--- src/rtl/mouse_pkg.sv ---
// Shared types and default constants for the mouse event generator.
package mouse_pkg;

    typedef enum logic [2:0] {
        IDLE  = 3'd0,
        DOWN1 = 3'd1,
        LONG  = 3'd2,
        WAIT2 = 3'd3,
        DOWN2 = 3'd4
    } click_state_t;

    // Defaults assume a 75 MHz pixel clock: 300 ms double-click gap, 1 s long press.
    localparam int DBL_CLICK_CYC_DEF  = 22500000;
    localparam int LONG_PRESS_CYC_DEF = 75000000;

    localparam int H_MAX_DEF = 1023;
    localparam int V_MAX_DEF = 767;

    function automatic int max_int(input int a, input int b);
        return (a > b) ? a : b;
    endfunction

endpackage

--- src/rtl/sync_2ff.sv ---
// Two-flop synchroniser for asynchronous level signals, parametrised width.
module sync_2ff #(
    parameter int W = 1
) (
    input  logic         clk,
    input  logic         rst,
    input  logic [W-1:0] d,
    output logic [W-1:0] q
);

    logic [W-1:0] s1;

    always_ff @(posedge clk or posedge rst) begin
        if (rst) begin
            s1 <= '0;
            q  <= '0;
        end else begin
            s1 <= d;
            q  <= s1;
        end
    end

endmodule

--- src/rtl/mouse_event_gen.sv ---
// Mouse sampling stage: synchronise position/buttons, clamp and grid-map, button-0 gestures.
// Define MOUSE_DRAG_EN to add drag_active/drag_dx/drag_dy. Release pulses use port rel.
module mouse_event_gen
    import mouse_pkg::*;
#(
    parameter int POS_W          = 12,
    parameter int NBTN           = 3,
    parameter int H_MAX          = H_MAX_DEF,
    parameter int V_MAX          = V_MAX_DEF,
    parameter int CELL_LOG2      = 4,
    parameter int DBL_CLICK_CYC  = DBL_CLICK_CYC_DEF,
    parameter int LONG_PRESS_CYC = LONG_PRESS_CYC_DEF
) (
    input  logic                   clk,
    input  logic                   rst,
    input  logic [POS_W-1:0]       x_in,
    input  logic [POS_W-1:0]       y_in,
    input  logic [NBTN-1:0]        btn_in,
    input  logic                   evt_tgl,
    output logic [POS_W-1:0]       x,
    output logic [POS_W-1:0]       y,
    output logic [POS_W-CELL_LOG2-1:0] col,
    output logic [POS_W-CELL_LOG2-1:0] row,
    output logic                   moved,
    output logic [NBTN-1:0]        held,
    output logic [NBTN-1:0]        press,
    output logic [NBTN-1:0]        rel,
    output logic                   click,
    output logic                   dbl_click,
    output logic                   long_press,
    output logic [2:0]             click_state
`ifdef MOUSE_DRAG_EN
    ,
    output logic                   drag_active,
    output logic signed [POS_W:0]  drag_dx,
    output logic signed [POS_W:0]  drag_dy
`endif
);

    localparam int CNT_W = $clog2(max_int(DBL_CLICK_CYC, LONG_PRESS_CYC)) + 1;

    // Event toggle: two synchroniser flops plus a local third for edge detection.
    logic [0:0] tgl_s2;
    logic       tgl_s3;
    logic       evt;

    sync_2ff #(.W(1)) u_sync_tgl (
        .clk (clk),
        .rst (rst),
        .d   (evt_tgl),
        .q   (tgl_s2)
    );

    always_ff @(posedge clk or posedge rst) begin
        if (rst) tgl_s3 <= 1'b0;
        else     tgl_s3 <= tgl_s2[0];
    end

    assign evt = tgl_s2[0] ^ tgl_s3;

    // x_in/y_in are held stable by the source while the toggle is in flight.
    logic [POS_W-1:0] x_clamp;
    logic [POS_W-1:0] y_clamp;

    assign x_clamp = (x_in > POS_W'(H_MAX)) ? POS_W'(H_MAX) : x_in;
    assign y_clamp = (y_in > POS_W'(V_MAX)) ? POS_W'(V_MAX) : y_in;

    always_ff @(posedge clk or posedge rst) begin
        if (rst) begin
            x     <= '0;
            y     <= '0;
            col   <= '0;
            row   <= '0;
            moved <= 1'b0;
        end else begin
            moved <= 1'b0;
            if (evt) begin
                x     <= x_clamp;
                y     <= y_clamp;
                col   <= x_clamp[POS_W-1:CELL_LOG2];
                row   <= y_clamp[POS_W-1:CELL_LOG2];
                moved <= (x_clamp != x) || (y_clamp != y);
            end
        end
    end

    logic [NBTN-1:0] held_q;

    sync_2ff #(.W(NBTN)) u_sync_btn (
        .clk (clk),
        .rst (rst),
        .d   (btn_in),
        .q   (held)
    );

    always_ff @(posedge clk or posedge rst) begin
        if (rst) begin
            held_q <= '0;
            press  <= '0;
            rel    <= '0;
        end else begin
            held_q <= held;
            press  <= held & ~held_q;
            rel    <= ~held & held_q;
        end
    end

    // Button-0 gesture FSM; one counter serves both the hold and the gap timer.
    click_state_t     state;
    logic [CNT_W-1:0] cnt;

    always_ff @(posedge clk or posedge rst) begin
        if (rst) begin
            state      <= IDLE;
            cnt        <= '0;
            click      <= 1'b0;
            dbl_click  <= 1'b0;
            long_press <= 1'b0;
        end else begin
            click      <= 1'b0;
            dbl_click  <= 1'b0;
            long_press <= 1'b0;
            case (state)
                IDLE: begin
                    if (press[0]) begin
                        state <= DOWN1;
                        cnt   <= '0;
                    end
                end
                DOWN1: begin
                    if (rel[0]) begin
                        state <= WAIT2;
                        cnt   <= '0;
                    end else if (cnt == CNT_W'(LONG_PRESS_CYC - 1)) begin
                        long_press <= 1'b1;
                        state      <= LONG;
                    end else begin
                        cnt <= cnt + CNT_W'(1);
                    end
                end
                LONG: begin
                    if (rel[0]) state <= IDLE;
                end
                WAIT2: begin
                    // A press on the timeout cycle still counts as a double click.
                    if (press[0]) begin
                        dbl_click <= 1'b1;
                        state     <= DOWN2;
                    end else if (cnt == CNT_W'(DBL_CLICK_CYC - 1)) begin
                        click <= 1'b1;
                        state <= IDLE;
                    end else begin
                        cnt <= cnt + CNT_W'(1);
                    end
                end
                DOWN2: begin
                    if (rel[0]) state <= IDLE;
                end
                default: state <= IDLE;
            endcase
        end
    end

    assign click_state = state;

`ifdef MOUSE_DRAG_EN
    logic [POS_W-1:0] anchor_x;
    logic [POS_W-1:0] anchor_y;

    always_ff @(posedge clk or posedge rst) begin
        if (rst) begin
            anchor_x    <= '0;
            anchor_y    <= '0;
            drag_active <= 1'b0;
            drag_dx     <= '0;
            drag_dy     <= '0;
        end else if (press[0]) begin
            anchor_x    <= x;
            anchor_y    <= y;
            drag_active <= 1'b1;
            drag_dx     <= '0;
            drag_dy     <= '0;
        end else if (rel[0]) begin
            drag_active <= 1'b0;
        end else if (drag_active) begin
            drag_dx <= $signed({1'b0, x}) - $signed({1'b0, anchor_x});
            drag_dy <= $signed({1'b0, y}) - $signed({1'b0, anchor_y});
        end
    end
`endif

endmodule

--- config.mk ---
export PLATFORM = sky130hd
export DESIGN_NAME = mouse_event_gen
export DESIGN_NICKNAME = d
export VERILOG_FILES = /design/src/rtl/mouse_pkg.sv /design/src/rtl/sync_2ff.sv /design/src/rtl/mouse_event_gen.sv
export SDC_FILE = /design/constraint.sdc
export NUM_CORES = 1
export LEC_CHECK = 0
export CORE_MARGIN = 10
export CORE_UTILIZATION = 40
export CTS_BUF_LIST = sky130_fd_sc_hd__clkbuf_8 sky130_fd_sc_hd__clkbuf_16
export DETAILED_ROUTE_END_ITERATION = 8
export PLACE_DENSITY = 0.74
export SLEW_MARGIN = 10
export SYNTH_ARGS = -nofsm -noshare
export SYNTH_HDL_FRONTEND = slang
export SYNTH_SLANG_ARGS = --single-unit
--- constraint.sdc ---
create_clock -name clk -period 3 [get_ports clk]
set_clock_uncertainty 0.15 [all_clocks]
set_input_delay 0.45 -clock clk [delete_from_list [all_inputs] [get_ports clk]]
set_output_delay 0.45 -clock clk [all_outputs]
set_load 0.1 [all_outputs]
Word level (Yosys, flattened, before mapping). Cells that the tools add are included.

Bits of input ports: 30. Latch bits: 0. Memories: 0. Output and inout bits: 56. RAM bits: 0. Word-level logic and storage cells: 71. Bits in read-only memories: 0. Register bits: 93.

Shift-type cells: 0. Divide/modulo/power cells: 0. Reductions and logical operators: 6. Eq/ne operators: 15. Bitwise logic cells: 5. Magnitude comparators: 2. Add/subtract/negate cells: 1. Multiply operators: 0. Multiplexer cells: 24.

Operator list (number): two-way mux 28 bit (5); one-hot mux 28 bit (3 select lines) (1); adder 28 x 1 -> 28 bit (second input constant) (1); == test 28 x 25 -> 1 bit (second input constant) (1); == test 28 x 27 -> 1 bit (second input constant) (1); greater-than comparator 12 x 10 -> 1 bit (second input constant) (2); two-way mux 12 bit (2); inequality test 12 bit (2); two-way mux 3 bit (6); one-hot mux 3 bit (4 select lines) (1); two-way mux 1 bit (9); inequality test 3 bit (second input constant) (3); AND 3 bit (2); == test 3 x 2 -> 1 bit (second input constant) (2); inequality test 2 bit (second input constant) (3); inverter 3 bit (2); AND reduction 5 bit (1); AND reduction 4 bit (1); == test 3 x 1 -> 1 bit (second input constant) (1); == test 3 bit (second input constant) (1); zero test 3 bit (1); nonzero test 3 bit (1); inequality test 2 x 1 -> 1 bit (second input constant) (1); OR reduction 2 bit (1); 2 further kinds (2).

Longest topological paths before layout. Gate-level depths: netlist of the first run.

Depth in word-level cells: 5. Depth in mapped cells: 7. Mapped depth without buffers: 6.

By module. From an unflattened synthesis of the first run, not the netlist that was laid out.

Cells, all modules: 439. Area total of the unflattened synthesis: 4093.9 µm².

Modules (own cells, without submodules): mouse_event_gen (times used 1, seq. area each 1726.7 µm², area an instance 3886.2 µm², cells an instance 429); sync_2ff at u_sync_btn (times used 1, seq. area each 150.1 µm², area an instance 153.9 µm², cells an instance 7); sync_2ff at u_sync_tgl (times used 1, seq. area each 50.0 µm², area an instance 53.8 µm², cells an instance 3).

Worst setup path before layout of the first run. No wires, ideal clock.

Kind: register to register. From: register state[0] (netlist: click_state[0]). To: register cnt[27]. Required time: 2.772 ns. Buffers on the path: 0. Arrival: 2.311 ns. Setup time: 0.078 ns. Slack: 0.461 ns. Clock period less this slack: 2.539 ns. Cell stages (with the launch flop): 6. Cell sequence: dfrtp_1 -> nand2b_1 -> a2111oi_4 -> nand3_1 -> or3_1 -> a21oi_1.

Word-level cells in the longest chain between the ends: 3. Elaborated cells on any way between the ends: 10. Those cells by class: eq/ne (6); mux (1); reduce/logical (3).

Ends and longest elaborated chain: from (decl) (line mouse_event_gen.sv:109) `click_state_t state;`; from (signal assigned) (line mouse_event_gen.sv:114) `state <= IDLE;`; from (signal assigned) (line mouse_event_gen.sv:126) `state <= DOWN1;`; from (signal assigned) (line mouse_event_gen.sv:132) `state <= WAIT2;`; == test 3 x 1 -> 1 bit, or another cell as far along (line mouse_event_gen.sv:123) `case (state)`; inequality test 3 bit (no line), or another cell as far along; AND reduction 5 bit (no line); to (signal assigned) (line mouse_event_gen.sv:138) `cnt <= cnt + CNT_W'(1);`; to (signal assigned) (line mouse_event_gen.sv:153) `cnt <= cnt + CNT_W'(1);`; to (decl) (line mouse_event_gen.sv:110) `logic [CNT_W-1:0] cnt;`.

Several ways; a longest one is shown, not always the timed one. A chain may end at the register's enable or synchronous reset.

Final worst setup path of the first run.
From: input x_in[11]. To: register moved.

Word-level cells in the longest chain between the ends: 5.

Ends and longest elaborated chain: from (decl) (line mouse_event_gen.sv:16) `input logic [POS_W-1:0] x_in,`; greater-than comparator 12 x 10 -> 1 bit (line mouse_event_gen.sv:65) `assign x_clamp = (x_in > POS_W'(H_MAX)) ? POS_W'(H_MAX) : x_in;`; two-way mux 12 bit (*) (line mouse_event_gen.sv:65); inequality test 12 bit (*) (line mouse_event_gen.sv:82) `moved <= (x_clamp != x) || (y_clamp != y);`; logical OR 1 bit (*) (line mouse_event_gen.sv:82); two-way mux 1 bit (*) (line mouse_event_gen.sv:77) `if (evt) begin`; to (signal assigned) (line mouse_event_gen.sv:82); to (decl) (line mouse_event_gen.sv:24) `output logic moved,`.

Every way passes the cells marked *; elsewhere a longest branch is shown, timed or not.

==> summary.md, run 1 <==
| Metric | Value |
|---|---|
| Post-Synthesis Cell Area | 3910 um^2 |
| RSZ-0062 raised after global routing | no |
| Syn Area/Cell | 9.85 um^2 |
| Kind of start point of the critical path | primary input |
| Hold Buf Count CTS | 0 |
| Netlist cell types | 51 |
| Total number of vias | 3215 |
| Top post-synthesis cells by area | dfrtp_1 (49%), nor2_1 (5.1%), xor2_1 (4.5%) |
| Placed cells | 592 |
| Pin count of the biggest net entering global routing | 58 |
| Post-DP Area | 4670 um^2 |
| Sum Neg Setup Slack | 0 ns |
| Worst skew pair latency | 0.34 ns |
| Post-synth top area share | 0.493 |
| Slowest CP cell | clkdlybuf4s50_1 |
| Final WL | 9220 um |
| Status | complete, no violations |
| Adder-Cell Fraction of Synth Area | 0.00320 |
| CTS Buf Count | 9 |
| Deepest clock path buffer count | 2 |
| Crit. End Element | register |
| 1st-iter DRT viols | 226 |
| Leading cell type in the layout, fill and taps excluded | dfrtp_1 |
| Core ar. | 9640 um^2 |
| Leakage | 2.09 nW |
| Drt pass-1 iters | 5 |
| Number of global-route vias before repair | 3130 |
| Yosys top cell by area | dfrtp_1 |
| DR vias/cell | 5.29 |
| Slew @ Worst Pin | 0.662 ns |
| Final Hold Vio Count | 0 |
| Arrival time worst endpoint | 2.39 ns |
| Row count | 36 |
| Fin nets | 501 |
| Placer congestion estimate | 0.845 |
| Full die area | 14100 um^2 |
| Post-cts sizing count | 0 |
| ANT nets after route | 0 |
| # port buffers | 85 |
| Simple-gate portion of the synthesized area | 0.259 |
| TritonCTS clock tree | done |
| Proportion of synthesized area in mux cells | 0.0157 |
| PD cells | 576 nW/um^2 |
| Initial Util | 0.406 |
| Fin util | 0.505 |
| Die height | 119 um |
| Area delta synth->final | 24.3% |
| Critical path's top delay family | compound AO/OA/AOI/OAI gates |
| Sequential fraction of the synthesis area | 0.493 |
| Synthesis Warnings | 0 |
| Post-synth ARST share | 1.00 |
| Tot Pwr | 2.80 mW |
| Initial antenna violation count | 0 |
| Post-synthesis compound-gate area fraction | 0.114 |
| Sink Count | 77 |
| Syn Inst Count | 397 |
| Drt wl/cell | 15.2 um |
| Setup violations, final | 0 |
| Synth Area in XOR/XNOR | 0.0649 |
| HPWL reported at the end of detailed placement | 6860 um |
| Slew headroom | 0.557 |
| EDFF count, synth | 0 |
| CTS Root Cell | clkbuf_8 |
| Final Max Tran Viols | 0 |
| CTS clk-pin slew, worst paths | 0.08 ns |
| Final period utilization | 0.776 |
| Synthesis-stage register bit count | 77 |
| Minimum clock period | 2.33 ns |
| HP Class | register to register |
| Final instance area | 4860 um^2 |
| Largest family of logic cells by synthesized area | simple AND/OR/NAND/NOR gates |
| Worst path max stage delay | 0.53 ns |
| Die Wd | 119 um |
| Post-synth net total | 428 |
| Crit path max fanout | 15 |
| Top FF cell, synth | dfrtp_1 |
| Tot GR Track Use | 0.129 |
| Max-cap viol count | 0 |
| Layout cell share with drive strength beyond 1 | 0.181 |
| Layout Cells excl Fill | 608 |
| Critical path buffer and inverter count | 1 |
| Sequence of cells on the critical path | clkdlybuf4s50_1, or2_2, a2111oi_0, o22ai_1, a211oi_1, a41oi_1 |
| Postcts setup bufs | 0 |
| First-pass GRT wire length | 15500 um |
| Diode count | 0 |
| Worst-case vdd ir drop | 322 uV |
| I/O pin total | 86 |
| DRC viols | 0 |
| FMAX | 0.430 GHz |
| Commonest cells after routing, fill and taps aside | dfrtp_1 (77), buf_4 (60), nor2_1 (53) |
| Crit path required time | 3.06 ns |
| Overflow after GRT | 0 |
| CTS H-tree depth | 3 |
| Critical path class | primary input to register |
-- worst paths after layout --
path | to | slack [ns] | cells past startpoint | startpoint
setup / recovery | moved | 0.67 | 6 | x_in[11]
hold / removal | u_sync_btn.q[1] | 0.20 | 0 | u_sync_btn.s1[1]
setup reg to reg | cnt[24] | 0.79 | 6 | cnt[0]
hold reg to reg | u_sync_btn.q[1] | 0.20 | 0 | u_sync_btn.s1[1]
max in group asynchronous | press[2] | 1.76 | 3 | rst
min in group asynchronous | long_press | 0.28 | 2 | rst
-- area by class of cell --
cell class	instances	area (um^2)
Multi-Input combinational cell	286	1790
Inverter	6	22.5
Timing Repair Buffer	90	761
Clock buffer	9	124
Fill cell	892	4780
Sequential cell	77	1930
Tap cell	133	166
Clock inverter	7	73.8
-- cells in the mapped netlist (7+ instances only) --
master     n
nand2_1   28
a21oi_1   21
xnor2_1    9
xor2_1    20
buf_4     16
nor2b_1   11
nand3_1   13
clkbuf_1  11
dfrtp_1   77
nand4_1   10
nand2b_1   9
nor4_1     7
nor3_1    18
nor2_1    53
-- per-layer routing --
| metal | vias up | wire length [um] | GRT usage |
|---|---|---|---|
| met3 | 14 | 522 | 0.0312 |
| met5 | - | 0 | 0 |
| met4 | 0 | 105 | 0.0405 |
| met2 | 103 | 4330 | 0.210 |
| met1 | 1540 | 4260 | 0.167 |
| li1 | 1558 | - | - |
-- cells by family after synthesis --
family	count (synthesis)
simple gates	187
flops	77
fa+ha+maj	1
mux	6
buf+inv	34
compound gates	63
xor+xnor	29
-- worst reg2reg max path, delay by kind of cell (launching register included) --
| kind | cells | cell delay, ns |
|---|---|---|
| adders and majority gates | 1 | 0.23 |
| DFF | 1 | 0.43 |
| and+or+nand+nor | 3 | 0.75 |
| AOI/OAI and AO/OA | 2 | 0.57 |
-- per-stage QoR --
step,hold WS (ns),setup WS (ns)
4_1_cts,0.204,0.724
2_1_floorplan,0.181,0.433
6_report,0.202,0.672
3_3_place_gp,0.184,0.440
3_5_place_dp,0.185,0.362
5_1_grt,0.213,0.484
-- sequential cells by signal, indices dropped and copies added (netlist names), 3 cells and up --
register / cells
held_q: 3
u_sync_btn.q: 3
click_state: 3
y: 12
u_sync_btn.s1: 3
cnt: 28
rel: 3
x: 12
press: 3
-- report_power, final --
group	internal (mW)	total (mW)	switching (mW)	leakage [nW]
Clock	0.389	0.789	0.400	0.100
Sequential	1.09	1.17	0.0787	0.948
Combinational	0.216	0.841	0.625	1.04
Total	1.70	2.80	1.10	2.09
No activity file was read; power rests on OpenSTA's default activity.
==> inputs of run 2 (changes only) <==
==> constraint.sdc (replaced) <==
create_clock -name clk -period 2.35 [get_ports clk]
set_clock_uncertainty 0.15 [all_clocks]
set_input_delay 0.3525 -clock clk [delete_from_list [all_inputs] [get_ports clk]]
set_output_delay 0.3525 -clock clk [all_outputs]
set_load 0.1 [all_outputs]
==> summary.md, run 2 (synthesis results as in run 1) <==
| Metric | Value |
|---|---|
| Status | complete, no violations |
| Post-cts sizing count | 0 (unchanged) |
| Die Wd | 119 um (unchanged) |
| Worst-case vdd ir drop | 380 uV (+18%) |
| Crit path required time | 2.44 ns (-0.62 ns) |
| PD cells | 725 nW/um^2 (+26%) |
| TritonCTS clock tree | done |
| DRC viols | 0 (unchanged) |
| Slowest CP cell | dfrtp_1 |
| Final Hold Vio Count | 0 (unchanged) |
| CTS Root Cell | clkbuf_8 |
| Tot Pwr | 3.62 mW (+29%) |
| Pin count of the biggest net entering global routing | 34 (-41%) |
| Full die area | 14100 um^2 (unchanged) |
| Postcts setup bufs | 0 (unchanged) |
| Deepest clock path buffer count | 2 (unchanged) |
| I/O pin total | 86 (unchanged) |
| CTS clk-pin slew, worst paths | 0.08 ns (about the same) |
| Worst path max stage delay | 0.44 ns (-0.09 ns) |
| Reg with most FFs | cnt |
| Layout cell share with drive strength beyond 1 | 0.214 (+0.0328) |
| CTS H-tree depth | 3 (unchanged) |
| Regs by FF count | cnt: 28 flops, x: 12 flops, y: 12 flops |
| Worst skew pair latency | 0.35 ns (about the same) |
| First-pass GRT wire length | 16300 um (+5.3%) |
| Die height | 119 um (unchanged) |
| ANT nets after route | 0 (unchanged) |
| Arrival time worst endpoint | 2.27 ns (-0.12 ns) |
| # port buffers | 85 (unchanged) |
| Final Max Tran Viols | 0 (unchanged) |
| Setup violations, final | 0 (unchanged) |
| Critical path's top delay family | simple AND/OR/NAND/NOR gates |
| Sequence of cells on the critical path | ha_1, and4_1, and4_1, a21oi_1, mux2_2 |
| Leading cell type in the layout, fill and taps excluded | buf_4 |
| Leakage | 2.15 nW (+3.1%) |
| # fillers | 924 (+3.6%) |
| CTS Buf Count | 9 (unchanged) |
| Diode count | 0 (unchanged) |
| HP Class | primary input to asynchronous set/reset pin |
| Slew headroom | 0.570 (+0.0133) |
| Drt pass-1 iters | 4 (-1) |
| RSZ-0062 raised after global routing | no |
| Drt wl/cell | 15.1 um (-0.43%) |
| Row count | 36 (unchanged) |
| Minimum clock period | 2.18 ns |
| Placer congestion estimate | 0.877 (+3.8%) |
| Final WL | 9420 um (+2.2%) |
| Commonest cells after routing, fill and taps aside | buf_4 (76), dfrtp_1 (74), nor2_1 (53) |
| Sink Count | 77 (unchanged) |
| 1st-iter DRT viols | 183 (-19%) |
| Crit. End Element | register |
| Sum Neg Setup Slack | 0 ns (unchanged) |
| DR vias/cell | 5.25 (-0.65%) |
| Tot GR Track Use | 0.136 (+0.00650) |
| Fin util | 0.518 (+0.0135) |
| Slew @ Worst Pin | 0.638 ns (-0.0244 ns) |
| Number of global-route vias before repair | 3291 (+5.1%) |
| Total number of vias | 3278 (+2.0%) |
| Critical Path Most Common Cell | and4_1 |
| Area delta synth->final | 27.7% |
| FMAX | 0.459 GHz |
| Max-cap viol count | 0 (unchanged) |
| Critical path buffer and inverter count | 0 (-1) |
| Critical path class | register to register |
| HPWL reported at the end of detailed placement | 7230 um (+5.4%) |
| Hold Buf Count CTS | 0 (unchanged) |
| Final period utilization | 0.927 |
| Initial Util | 0.406 (unchanged) |
| Kind of start point of the critical path | register |
| Crit path max fanout | 9 (-6) |
| Max FFs per register | 28 (unchanged) |
| Fin nets | 517 (+3.2%) |
| Initial antenna violation count | 0 (unchanged) |
| Core ar. | 9640 um^2 (unchanged) |
| Overflow after GRT | 0 (unchanged) |
run 2: cell types whose count changed in the layout (fill, tap and decap cells not counted):
cell,delta
clkinv_4,-1
clkbuf_8,+1
clkinvlp_4,+3
dfrtp_2,+3
buf_4,+16
dfrtp_1,-3
inv_2,-1
inv_6,-2
run 2: per-layer routing:
layer | share of wire | GRT usage | up-vias
met5 | 0 | 0 | -
li1 | - | - | 1573
met4 | 0.013 | 0.0481 | 0
met1 | 0.46 | 0.171 | 1608
met3 | 0.050 | 0.0397 | 12
met2 | 0.47 | 0.218 | 85
run 2: path summary, 6_finish.rpt:
kind                               start             end  slack, ns  cells after the start
hold reg to reg            u_sync_tgl.s1    u_sync_tgl.q       0.19                      0
setup / recovery                  cnt[0]          cnt[0]       0.17                      5
hold / removal                       rst           y[10]       0.13                      2
max in group asynchronous            rst  click_state[2]       1.46                      3
setup reg to reg                  cnt[0]          cnt[0]       0.17                      5
min in group clk           u_sync_tgl.s1    u_sync_tgl.q       0.19                      0
run 2: worst reg2reg max path, cell delays in order, from the launching register on:
cell     delay [ns]
dfrtp_1        0.44
ha_1           0.26
and4_1         0.24
and4_1         0.29
a21oi_1        0.32
mux2_2         0.37
run 2: layout make-up:
class / instances / area, um^2 / area share
tap: 133 / 166 / 0.0333
timing repair buffer: 106 / 881 / 0.176
clock inverter: 6 / 62.6 / 0.0125
multi-input combinational: 286 / 1790 / 0.358
sequential: 77 / 1930 / 0.387
clock buffer: 10 / 138 / 0.0276
inverter: 6 / 26.3 / 0.00526
run 2: power by group:
| part | total (mW) | switching, mW | internal [mW] | leakage, nW |
|---|---|---|---|---|
| registers | 1.49 | 0.0944 | 1.40 | 0.944 |
| clock network | 1.02 | 0.506 | 0.516 | 0.0943 |
| logic | 1.11 | 0.812 | 0.296 | 1.11 |
run 2: through the flow:
stage	hold slack [ns]	cells	setup WS [ns]	area [um^2]
floorplan	0.181	397	-0.152	3920
global placement	0.184	608	0.0216	4790
detailed placement	0.186	608	-0.0121	4790
CTS	0.129	624	0.179	4990
global route	0.149	624	0.0506	4990
finish	0.135	624	0.173	4990
